$ cat src/rtl/alu_pkg.sv
// alu_pkg: op codes and sequencer state encoding shared by the ALU and its sequencer
package alu_pkg;
   localparam logic [2:0] OP_ADD  = 3'd0;
   localparam logic [2:0] OP_SUB  = 3'd1;
   localparam logic [2:0] OP_AND  = 3'd2;
   localparam logic [2:0] OP_OR   = 3'd3;
   localparam logic [2:0] OP_XOR  = 3'd4;
   localparam logic [2:0] OP_SHL  = 3'd5;
   localparam logic [2:0] OP_SHR  = 3'd6;
   localparam logic [2:0] OP_PASS = 3'd7;
   typedef enum logic [1:0] {IDLE, EXEC, RESP} state_e;
endpackage

$ cat src/rtl/alu.sv
// alu: combinational WIDTH-bit ALU; carry_o is add carry, sub borrow, or the bit shifted out
module alu
   import alu_pkg::*;
#(
   parameter int WIDTH = 8
) (
   input  logic [WIDTH-1:0] a_i,
   input  logic [WIDTH-1:0] b_i,
   input  logic [2:0]       sel_i,
   output logic [WIDTH-1:0] out_o,
   output logic             carry_o
);
   always_comb begin
      {carry_o, out_o} = '0;
      case (sel_i)
         OP_ADD:  {carry_o, out_o} = {1'b0, a_i} + {1'b0, b_i};
         OP_SUB:  {carry_o, out_o} = {1'b0, a_i} - {1'b0, b_i};
         OP_AND:  out_o = a_i & b_i;
         OP_OR:   out_o = a_i | b_i;
         OP_XOR:  out_o = a_i ^ b_i;
         OP_SHL:  {carry_o, out_o} = {a_i, 1'b0};
         OP_SHR:  {out_o, carry_o} = {1'b0, a_i};
         default: out_o = a_i;
      endcase
   end
endmodule

$ cat src/rtl/rr_arb2.sv
// rr_arb2: two-requester round-robin grant; the pointer flips to the loser after every grant
module rr_arb2 (
   input  logic       clk,
   input  logic       rst_n,
   input  logic       en_i,
   input  logic [1:0] valid_i,
   output logic [1:0] gnt_o
);
   logic ptr_q, ptr_d;
   assign gnt_o[0] = en_i & valid_i[0] & (~valid_i[1] | ~ptr_q);
   assign gnt_o[1] = en_i & valid_i[1] & (~valid_i[0] | ptr_q);
   assign ptr_d    = |gnt_o ? gnt_o[0] : ptr_q;
   always_ff @(posedge clk or negedge rst_n)
      if (!rst_n) ptr_q <= 1'b0;
      else        ptr_q <= ptr_d;
endmodule

$ cat src/rtl/alu_rr_sequencer.sv
// alu_rr_sequencer: round-robin sharing of one ALU between two requesters with a tagged response.
// Define ALU_RR_SEQUENCER_STATS_EN to add saturating per-requester grant counters.
module alu_rr_sequencer
   import alu_pkg::*;
#(
   parameter int WIDTH = 8,
   parameter int CNT_W = 16
) (
   input  logic             clk,
   input  logic             rst_n,
   input  logic             req0_valid,
   output logic             req0_ready,
   input  logic [WIDTH-1:0] req0_a,
   input  logic [WIDTH-1:0] req0_b,
   input  logic [2:0]       req0_op,
   input  logic             req1_valid,
   output logic             req1_ready,
   input  logic [WIDTH-1:0] req1_a,
   input  logic [WIDTH-1:0] req1_b,
   input  logic [2:0]       req1_op,
   output logic             rsp_valid,
   input  logic             rsp_ready,
   output logic             rsp_id,
   output logic [WIDTH-1:0] rsp_result,
   output logic             rsp_carry,
   output logic             rsp_zero,
   output logic             busy
`ifdef ALU_RR_SEQUENCER_STATS_EN
   ,output logic [CNT_W-1:0] gnt_cnt0
   ,output logic [CNT_W-1:0] gnt_cnt1
`endif
);
   state_e           state_q, state_d;
   logic [WIDTH-1:0] a_q, a_d, b_q, b_d, res_q, res_d, alu_out;
   logic [2:0]       op_q, op_d;
   logic             id_q, id_d, vld_q, vld_d, rid_q, rid_d, cy_q, cy_d, zr_q, zr_d;
   logic [1:0]       gnt;
   logic             en, hs, exec, rsp_done, alu_cy;
   assign exec     = state_q == EXEC;
   assign rsp_done = state_q == RESP && rsp_ready;
   // rst_n gates arbitration so no ready can leak out while reset is held
   assign en       = rst_n && (state_q == IDLE || rsp_done);
   assign hs       = |gnt;
   rr_arb2 u_arb (.clk(clk), .rst_n(rst_n), .en_i(en), .valid_i({req1_valid, req0_valid}), .gnt_o(gnt));
   alu #(.WIDTH(WIDTH)) u_alu (.a_i(a_q), .b_i(b_q), .sel_i(op_q), .out_o(alu_out), .carry_o(alu_cy));
   always_comb begin
      state_d = exec ? RESP : (state_q == RESP && !rsp_ready) ? RESP : hs ? EXEC : IDLE;
      a_d     = hs ? (gnt[1] ? req1_a : req0_a) : a_q;
      b_d     = hs ? (gnt[1] ? req1_b : req0_b) : b_q;
      op_d    = hs ? (gnt[1] ? req1_op : req0_op) : op_q;
      id_d    = hs ? gnt[1] : id_q;
      vld_d   = exec | (vld_q & ~rsp_done);
      rid_d   = exec ? id_q : rid_q;
      res_d   = exec ? alu_out : res_q;
      cy_d    = exec ? alu_cy : cy_q;
      zr_d    = exec ? (alu_out == '0) : zr_q;
   end
   always_ff @(posedge clk or negedge rst_n)
      if (!rst_n) begin
         state_q <= IDLE;
         a_q     <= '0;
         b_q     <= '0;
         op_q    <= '0;
         id_q    <= 1'b0;
         vld_q   <= 1'b0;
         rid_q   <= 1'b0;
         res_q   <= '0;
         cy_q    <= 1'b0;
         zr_q    <= 1'b0;
      end else begin
         state_q <= state_d;
         a_q     <= a_d;
         b_q     <= b_d;
         op_q    <= op_d;
         id_q    <= id_d;
         vld_q   <= vld_d;
         rid_q   <= rid_d;
         res_q   <= res_d;
         cy_q    <= cy_d;
         zr_q    <= zr_d;
      end
   assign req0_ready = gnt[0];
   assign req1_ready = gnt[1];
   assign rsp_valid  = vld_q;
   assign rsp_id     = rid_q;
   assign rsp_result = res_q;
   assign rsp_carry  = cy_q;
   assign rsp_zero   = zr_q;
   assign busy       = state_q != IDLE;
`ifdef ALU_RR_SEQUENCER_STATS_EN
   logic [CNT_W-1:0] cnt0_q, cnt0_d, cnt1_q, cnt1_d;
   assign cnt0_d = cnt0_q + CNT_W'(gnt[0] && !(&cnt0_q));
   assign cnt1_d = cnt1_q + CNT_W'(gnt[1] && !(&cnt1_q));
   always_ff @(posedge clk or negedge rst_n)
      if (!rst_n) begin
         cnt0_q <= '0;
         cnt1_q <= '0;
      end else begin
         cnt0_q <= cnt0_d;
         cnt1_q <= cnt1_d;
      end
   assign gnt_cnt0 = cnt0_q;
   assign gnt_cnt1 = cnt1_q;
`endif
endmodule
$ cat config.mk
export PLATFORM = sky130hd
export DESIGN_NAME = alu_rr_sequencer
export DESIGN_NICKNAME = d
export VERILOG_FILES = /design/src/rtl/alu_pkg.sv /design/src/rtl/alu.sv /design/src/rtl/rr_arb2.sv /design/src/rtl/alu_rr_sequencer.sv
export SDC_FILE = /design/constraint.sdc
export NUM_CORES = 1
export LEC_CHECK = 0
export CAP_MARGIN = 20
export CORE_ASPECT_RATIO = 0.75
export CORE_MARGIN = 4
export CORE_UTILIZATION = 40
export DETAILED_ROUTE_END_ITERATION = 10
export PLACE_DENSITY = 0.73
export RECOVER_POWER = 100
export SETUP_SLACK_MARGIN = 0.02
export SLEW_MARGIN = 20
export SYNTH_ARGS = -nofsm -noshare
export SYNTH_HDL_FRONTEND = slang
export SYNTH_SLANG_ARGS = --single-unit
$ cat constraint.sdc
create_clock -name clk -period 3.5 [get_ports clk]
set_clock_uncertainty 0.15 [all_clocks]
set_input_delay 0.875 -clock clk [delete_from_list [all_inputs] [get_ports clk]]
set_output_delay 0.875 -clock clk [all_outputs]
set_load 0.005 [all_outputs]
==> Word-level counts from Yosys, hierarchy flattened <==
Cells that the tools add are included.
{ "word_totals": {"regBits": 35, "latch_bits": 0, "ram_bits": 0, "romBits": 0, "input_bits": 43, "out_inout_bits": 15, "elab_cells": 54, "mem_count": 0} }
{ "classes": {"n_addsub": 2, "mul": 0, "n_div": 0, "n_lt_le_gt_ge": 0, "n_eq_ne": 8, "n_shift": 0, "muxes": 8, "bitwise_logic": 15, "n_reduce_logical": 10} }
{ "ops": {"columns": ["cell", "count"], "rows": [
  ["8-bit case mux with 7 select lines", 1],
  ["8-bit 2-to-1 mux", 2],
  ["8-bit by 8-bit adder with 9-bit output", 1],
  ["3-bit == test (second input constant)", 3],
  ["8-bit by 8-bit subtractor with 9-bit output", 1],
  ["8-bit bitwise AND", 1],
  ["8-bit zero test", 1],
  ["8-bit bitwise OR", 1],
  ["8-bit XOR", 1],
  ["3-bit by 2-bit == test with 1-bit output (second input constant)", 2],
  ["1-bit bitwise AND", 5],
  ["2-bit 2-to-1 mux", 2],
  ["1-bit NOT", 4],
  ["1-bit case mux with 4 select lines", 1],
  ["3-bit by 1-bit == test with 1-bit output (second input constant)", 1],
  ["1-bit logical AND", 3],
  ["3-bit zero test", 1],
  ["3-bit 2-to-1 mux", 1],
  ["1-bit bitwise OR", 3],
  ["2-bit by 1-bit == test with 1-bit output (second input constant)", 1],
  ["2-bit == test (second input constant)", 1],
  ["2-bit zero test", 1],
  ["2-bit nonzero test", 1],
  ["2-bit OR reduction", 1],
  ["3 further kinds", 3]
]} }

==> Logic depth before layout (Yosys ltp) <==
Gate-level depths: netlist of run 1.
{ "logic_depth": {"ltp_word": 10, "mapped_depth": 9} }

==> Hierarchy <==
From an unflattened synthesis of run 1, not the netlist that was laid out.
{ "hier_totals": {"hier_cells": 345, "hier_area_um2": 2972.9} }
{ "modules_own_cells": {"columns": ["mod", "n_inst", "cells_each", "area_each_um2", "seq_area_each_um2"], "rows": [
  ["alu_rr_sequencer", 1, 127, 1493.9, 850.8],
  ["alu", 1, 210, 1417.6, 0.0],
  ["rr_arb2", 1, 8, 61.3, 25.0]
]} }

==> Least setup slack after synthesis of run 1 <==
OpenSTA, ideal clock, no wires.
{ "synth_path": {"path_kind": "input to output", "start": "input rsp_ready", "end": "output req1_ready", "arrival_ns": 1.944, "t_required_ns": 2.475, "path_slack_ns": 0.531, "stages": 6, "n_path_buf": 2, "path_cell_list": "nand2b_1 and3b_1 nand2_1 a21oi_1 clkbuf_1 buf_1"} }
{ "synth_between": {"elab_chain_cells": 5} }
{ "synth_rtl": {"columns": ["element", "line", "source"], "rows": [
  ["from (decl)", "alu_rr_sequencer.sv:22", "input logic rsp_ready,"],
  ["1-bit logical AND", "alu_rr_sequencer.sv:40", "assign rsp_done = state_q == RESP && rsp_ready;"],
  ["1-bit logical OR", "alu_rr_sequencer.sv:42", "assign en = rst_n && (state_q == IDLE || rsp_done);"],
  ["1-bit logical AND", "alu_rr_sequencer.sv:42", null],
  ["1-bit bitwise AND (2 in series)", "rr_arb2.sv:11", "assign gnt_o[1] = en_i & valid_i[1] & (~valid_i[0] | ptr_q);"],
  ["to (decl)", "alu_rr_sequencer.sv:17", "output logic req1_ready,"]
]} }
No other way between the ends.

==> Worst setup path in the final report of run 1 <==
{ "layout_path": {"start": "input rsp_ready", "end": "output req0_ready"} }
{ "layout_between": {"elab_chain_cells": 5} }
{ "layout_rtl": {"columns": ["element", "line", "source"], "rows": [
  ["1-bit logical AND", "alu_rr_sequencer.sv:40", null],
  ["1-bit logical OR", "alu_rr_sequencer.sv:42", null],
  ["1-bit logical AND", "alu_rr_sequencer.sv:42", null],
  ["1-bit bitwise AND (2 in series)", "rr_arb2.sv:10", "assign gnt_o[0] = en_i & valid_i[0] & (~valid_i[1] | ~ptr_q);"],
  ["to (decl)", "alu_rr_sequencer.sv:12", "output logic req0_ready,"]
]} }
No other way between the ends.

==> impl_metrics.py, run 1 <==
metrics = {
    "timing": {
        "worst_slew_pin_slew_ps": 1857,
        "setup_viol": 0,
        "whs_ps": 324.0,
        "timing.final.hold_violations": 0,
        "period_minus_slack_ps": 3404,
        "max-slew-margin-rel_pct": -23.83,
        "timing.final.crit_share_pct": 97.25,
        "max_freq_ghz": 0.2938,
        "maxSlewViolCount": 36,
        "setup_slack_ps": 96.39,
        "setup_tns_ps": 0,
        "rsz0062_at_grt": "no",
    },
    "floorplanning": {
        "core_mm2": 0.006897,
        "row_count": 26,
        "start_util_pct": 41.53,
        "dieArea_mm2": 0.008592,
        "die_x_um": 105.7,
        "die_y_um": 81.28,
        "io_pins": 58,
    },
    "final_layout": {
        "instances_no_fill": 479,
        "n_antenna_cell": 0,
        "drive_gt1_share_pct": 6.037,
        "final_cell_mix": "clkdlybuf4s50_1 (42), dfrtp_1 (35), inv_1 (30)",
        "final_common_cell": "clkdlybuf4s50_1",
        "nets": 449,
        "syn2layout_area_growth_pct": 25.82,
    },
    "critical_path": {
        "cp.required_ps": 2470,
        "rr_endpoint": "rsp_zero$_DFFE_PN0P_",
        "worstSetupPathType": "input pin to primary output",
        "rr_worst_depth": 8,
        "r2r_start": "a_q[5]$_DFFE_PN0N_",
        "endpoint_kind": "primary output",
        "crit_fanout": 2,
        "start_kind": "input pin",
        "worstPathArrival_ps": 2380,
        "ff2ff_setup_slack_ps": 320,
    },
    "logic_synthesis": {
        "synthesis.area_mm2": 0.002864,
        "async_flop_share_pct": 100.0,
        "yosysUniqueCellTypes": 59,
        "synth_fp_nets": 401,
        "synth_edf_count": 0,
        "ys.flop_type": "dfrtp_1",
        "postSynthCellCount": 332,
        "avgSynthCellArea_um2": 8.626,
        "synth_top_area_cell": "dfrtp_1",
        "synth-seq-cells": 35,
        "yosysWarnings": 0,
        "synthTopCellsByArea": "dfrtp_1 (31%), ha_1 (10%), inv_1 (3.9%)",
        "yosysTopAreaCellShare_pct": 30.58,
        "yosysSeqAreaShare_pct": 30.58,
    },
    "cts": {
        "clock-root-buffer": "clkbuf_8",
        "cts_tree": "done",
        "clock_latency_ps": 300,
        "h-tree-depth": 2,
        "cts.sinks": 35,
        "cts_buffers": 5,
        "post-cts-setup-buffer-count": 0,
        "clk_pin_slew_ps": 70,
        "clock_path_buffers": 2,
    },
    "placed_design": {
        "preCtsSetupSlack_ps": 38.07,
        "gp_congestion": 0.9273,
        "portBuffers": 57,
        "place_inst": 471,
        "dpl.hpwl_um": 5949,
    },
    "route": {
        "vias_per_cell": 5.620,
        "drc": 0,
        "drt_wl_total_um": 7807,
        "wl_per_cell_um": 16.30,
        "antenna_left": 0,
        "drt_first_pass_iters": 5,
        "vias": 2692,
        "drtIter0Drc": 291,
    },
    "outcome": {
        "status": "complete, but fails checks",
        "violations": "max-capacitance violations, max-slew violations",
    },
    "pwr": {
        "ir_drop_uv": 280.8,
        "p_leak_nw": 1.549,
        "p_per_area_mw_per_mm2": 980.0,
    },
    "grt": {
        "grt_pass1_vias": 2510,
        "track_usage_pct": 18.80,
        "grt-ovfl-total": 0,
        "grt_pass1_wl_um": 12840,
        "antenna_found_initial": 0,
        "grt_max_degree": 39,
    },
    "hold_path": {
        "worstHoldPathType": "register to register",
        "hold_depth": 2,
        "hp-start": "rsp_result[1]$_DFFE_PN0P_",
        "hold_path_end": "rsp_result[1]$_DFFE_PN0P_",
    },
    "flow_run": {
        "drv_cap": 1,
    },
}
==> layer usage <==
| metal | track usage (%) | wire length [µm] | part of all wire [%] | up-vias |
|---|---|---|---|---|
| met5 | 0 | 0 | 0 | - |
| met4 | 4.010 | 65 | 0.83 | 0 |
| met3 | 5.083 | 730 | 9.4 | 11 |
| met2 | 26.59 | 2951 | 38 | 132 |
| met1 | 28.39 | 4060 | 52 | 1249 |
| li1 | - | - | - | 1300 |
==> critical path: stages <==
cell and delay, ps:
clkdlybuf4s50_1 480, nand2b_4 150, and3b_1 180, and3_1 180
clkdlybuf4s50_1 520
==> how the worst max path moves through the flow <==
stage	from	end	slack (ps)	cells after the start
final	rsp_ready	req0_ready	100	5
after global routing	rsp_ready	req0_ready	40	5
after CTS	rsp_ready	req1_ready	20	6
after detailed placement	rsp_ready	req1_ready	40	6
after global placement	rsp_ready	req1_ready	30	6
after floorplan	rsp_ready	req1_ready	530	6
==> per-stage QoR <==
stage                     cell area [µm²]  power [mW]  utilization, %
final                                3603       3.531           52.25
after global routing                 3603       3.856           52.25
after CTS                            3620       3.562           52.49
after detailed placement             3498       3.150           50.73
after global placement               3498       3.137           50.73
after floorplan                      2864       2.485               -
==> state kept, by name, summed over array words and instances, names as in the netlist <==
register     count
op_q             3
rsp_id           1
rsp_result       8
b_q              8
state_q          2
rsp_zero         1
id_q             1
rsp_valid        1
u_arb.ptr_q      1
a_q              8
rsp_carry        1
==> logic make-up after synthesis <==
family,after synthesis,share of synthesized area [%]
AO/OA/AOI/OAI,111,27.22
AND/OR/NAND/NOR,89,15.51
buffers and inverters,52,7.689
flip-flops,35,30.58
adder cells (fa/ha/maj),26,11.88
multiplexers,16,6.204
XOR/XNOR,3,0.9176
==> Yosys cell counts (5+ instances only) <==
library cell  instances
nand2_1              26
ha_1                 24
nor3_1                6
nand2b_1              6
a21oi_1              18
nand3_1               8
nor2_1               19
nor2b_1               8
clkbuf_1             10
nor3b_1               5
o21ai_0              20
dfrtp_1              35
inv_1                30
a22oi_1              14
buf_2                 8
o22ai_1               5
o31ai_1              14
mux2i_1              11
==> cell type report <==
cell class,count,area [µm²]
repair buffers,63,609.3
inverters,30,112.6
flip-flops and latches,35,875.8
clock buffers,6,82.58
fillers,648,3293
well taps,98,122.6
clock inverters,2,38.79
multi-input cells,245,1762
==> report_power, final <==
part	internal, mW	switching (mW)
Combinational	1.00	1.25
Sequential	0.598	0.288
Clock	0.234	0.158
==> repair_timing <==
item	CTS	global route
hold buffers	0	0
gates resized for setup	0	2
setup endpoints to repair	0	2
Note: power is estimated with default switching activity, not from simulation.
==> run 2: changes to the inputs <==
Settings changed: PLACE_DENSITY 0.73 to not set, PLACE_DENSITY_LB_ADDON set to 0.2.
==> impl_metrics.py, run 2 (synthesized netlist as in run 1, its figures left out) <==
metrics = {
    "route": {
        "drt_wl_total_um": 7815,
        "drt_first_pass_iters": 5,
        "wl_per_cell_um": 16.35,
        "vias_per_cell": 5.584,
        "vias": 2669,
        "drtIter0Drc": 305,
        "drc": 0,
        "antenna_left": 0,
    },
    "timing": {
        "rsz0062_at_grt": "no",
        "setup_viol": 0,
        "max_freq_ghz": 0.2993,
        "maxSlewViolCount": 36,
        "max-slew-margin-rel_pct": -24.04,
        "period_minus_slack_ps": 3341,
        "timing.final.crit_share_pct": 95.45,
        "worst_slew_pin_slew_ps": 1861,
        "timing.final.hold_violations": 0,
    },
    "pwr": {
        "p_leak_nw": 1.553,
        "p_switching_mw": 1.697,
        "design_power_total_mw": 3.512,
        "p_per_area_mw_per_mm2": 981.2,
        "internal_power_mw": 1.815,
        "p_comb_share_pct": 63.4,
        "ir_drop_uv": 321.3,
        "p_clk_share_pct": 10.8,
        "seq_power_share_pct": 25.8,
        "swShare_pct": 48.32,
    },
    "placed_design": {
        "dpl.hpwl_um": 5978,
        "place_area_mm2": 0.003486,
        "gp_congestion": 0.9116,
        "portBuffers": 57,
    },
    "cts": {
        "cts_buffers": 5,
        "post-cts-setup-buffer-count": 0,
        "clock_latency_ps": 280,
        "cts_resized": 2,
        "cts_hold_buffers": 0,
        "h-tree-depth": 2,
        "clk_pin_slew_ps": 70,
        "cts.sinks": 35,
        "clock-root-buffer": "clkbuf_8",
        "clock_path_buffers": 2,
        "cts_tree": "done",
    },
    "outcome": {
        "violations": "max-capacitance violations, max-slew violations",
        "status": "complete, but fails checks",
    },
    "grt": {
        "grt_pass1_wl_um": 12700,
        "track_usage_pct": 18.72,
        "antenna_found_initial": 0,
        "grt_pass1_vias": 2521,
        "grt_max_degree": 39,
        "grt-ovfl-total": 0,
    },
    "floorplanning": {
        "die_y_um": 81.28,
        "die_x_um": 105.7,
        "row_count": 26,
        "start_util_pct": 41.53,
        "io_pins": 58,
        "dieArea_mm2": 0.008592,
        "core_mm2": 0.006897,
    },
    "critical_path": {
        "startpoint": "rsp_ready",
        "cp.required_ps": 2470,
        "worstSetupPathType": "input pin to primary output",
        "crit_chain": "dlygate4sd3_1, nand2b_1, and3b_2, and3_1, dlymetal6s4s_1",
        "cp_top_family": "buffers and inverters",
        "ff2ff_setup_slack_ps": 430,
        "rr_worst_depth": 8,
        "endpoint_kind": "primary output",
        "worst_path_max_delay_cell": "dlygate4sd3_1",
        "worstPathArrival_ps": 2320,
        "cp_num_buf_inv": 2,
        "cp.depth": 5,
        "slowest_delay_ps": 550,
        "start_kind": "input pin",
        "r2r_start": "a_q[5]$_DFFE_PN0N_",
        "crit_fanout": 2,
        "rr_endpoint": "rsp_zero$_DFFE_PN0P_",
    },
    "final_layout": {
        "fin_util_pct": 51.90,
        "final_common_cell": "clkdlybuf4s50_1",
        "final_cell_mix": "clkdlybuf4s50_1 (40), dfrtp_1 (35), inv_1 (30)",
        "drive_gt1_share_pct": 5.789,
        "n_antenna_cell": 0,
        "finalInstanceArea_mm2": 0.003580,
        "nets": 448,
        "syn2layout_area_growth_pct": 24.99,
    },
    "hold_path": {
        "worstHoldPathType": "register to register",
        "hp-start": "rsp_zero$_DFFE_PN0P_",
        "hold_path_end": "rsp_zero$_DFFE_PN0P_",
        "hold_depth": 2,
    },
    "flow_run": {
        "drv_cap": 1,
    },
}
run 2: worst register-to-register path: cells and delay by family (launching register included):
kind	cells	cell delay (ps)
adders and majority gates	1	510
DFF	1	490
AOI/OAI and AO/OA	4	1370
and+or+nand+nor	1	100
xor gates and xnor gates	1	190
buffers and inverters	1	160
run 2: final cells by class:
cell class | instances | area (µm²)
Clock buffer | 6 | 82.58
Clock inverter | 2 | 35.03
Fill cell | 692 | 3317
Inverter | 30 | 112.6
Multi-Input combinational cell | 245 | 1758
Sequential cell | 35 | 875.8
Tap cell | 98 | 122.6
Timing Repair Buffer | 62 | 593.1
run 2: how the worst max path moves through the flow:
| stage | to |
|---|---|
| after global routing | req0_ready |
| after floorplan | req1_ready |
| after global placement | req1_ready |
| final | req0_ready |
| after detailed placement | req1_ready |
| after CTS | req0_ready |
run 2: per-stage QoR:
stage	std cells	setup TNS, ps	hold slack, ps	setup slack, ps
final	478	0	324.6	159.4
after global routing	478	0	352.6	109.2
after CTS	478	0	338.7	45.76
after detailed placement	470	-13.60	320.4	-13.60
after global placement	470	0	310.8	0.8857
after floorplan	332	0	317.5	530.6
run 2: layer usage:
metal	up-vias	part of all wire, %	GRT usage, %
li1	1304	-	-
met1	1229	50	28.02
met2	132	39	27.16
met3	4	11	5.639
met4	0	0.52	2.329
met5	-	0	0
run 2: power by group through the flow:
stage               Combinational (mW)  Sequential [mW]  Clock, mW
floorplan                         1.73            0.753          0
detailed placement                2.25            0.910          0
global placement                  2.24            0.905          0
CTS                               2.26            0.901      0.396
global route                      2.47            0.943      0.410
finish                            2.23            0.905      0.379
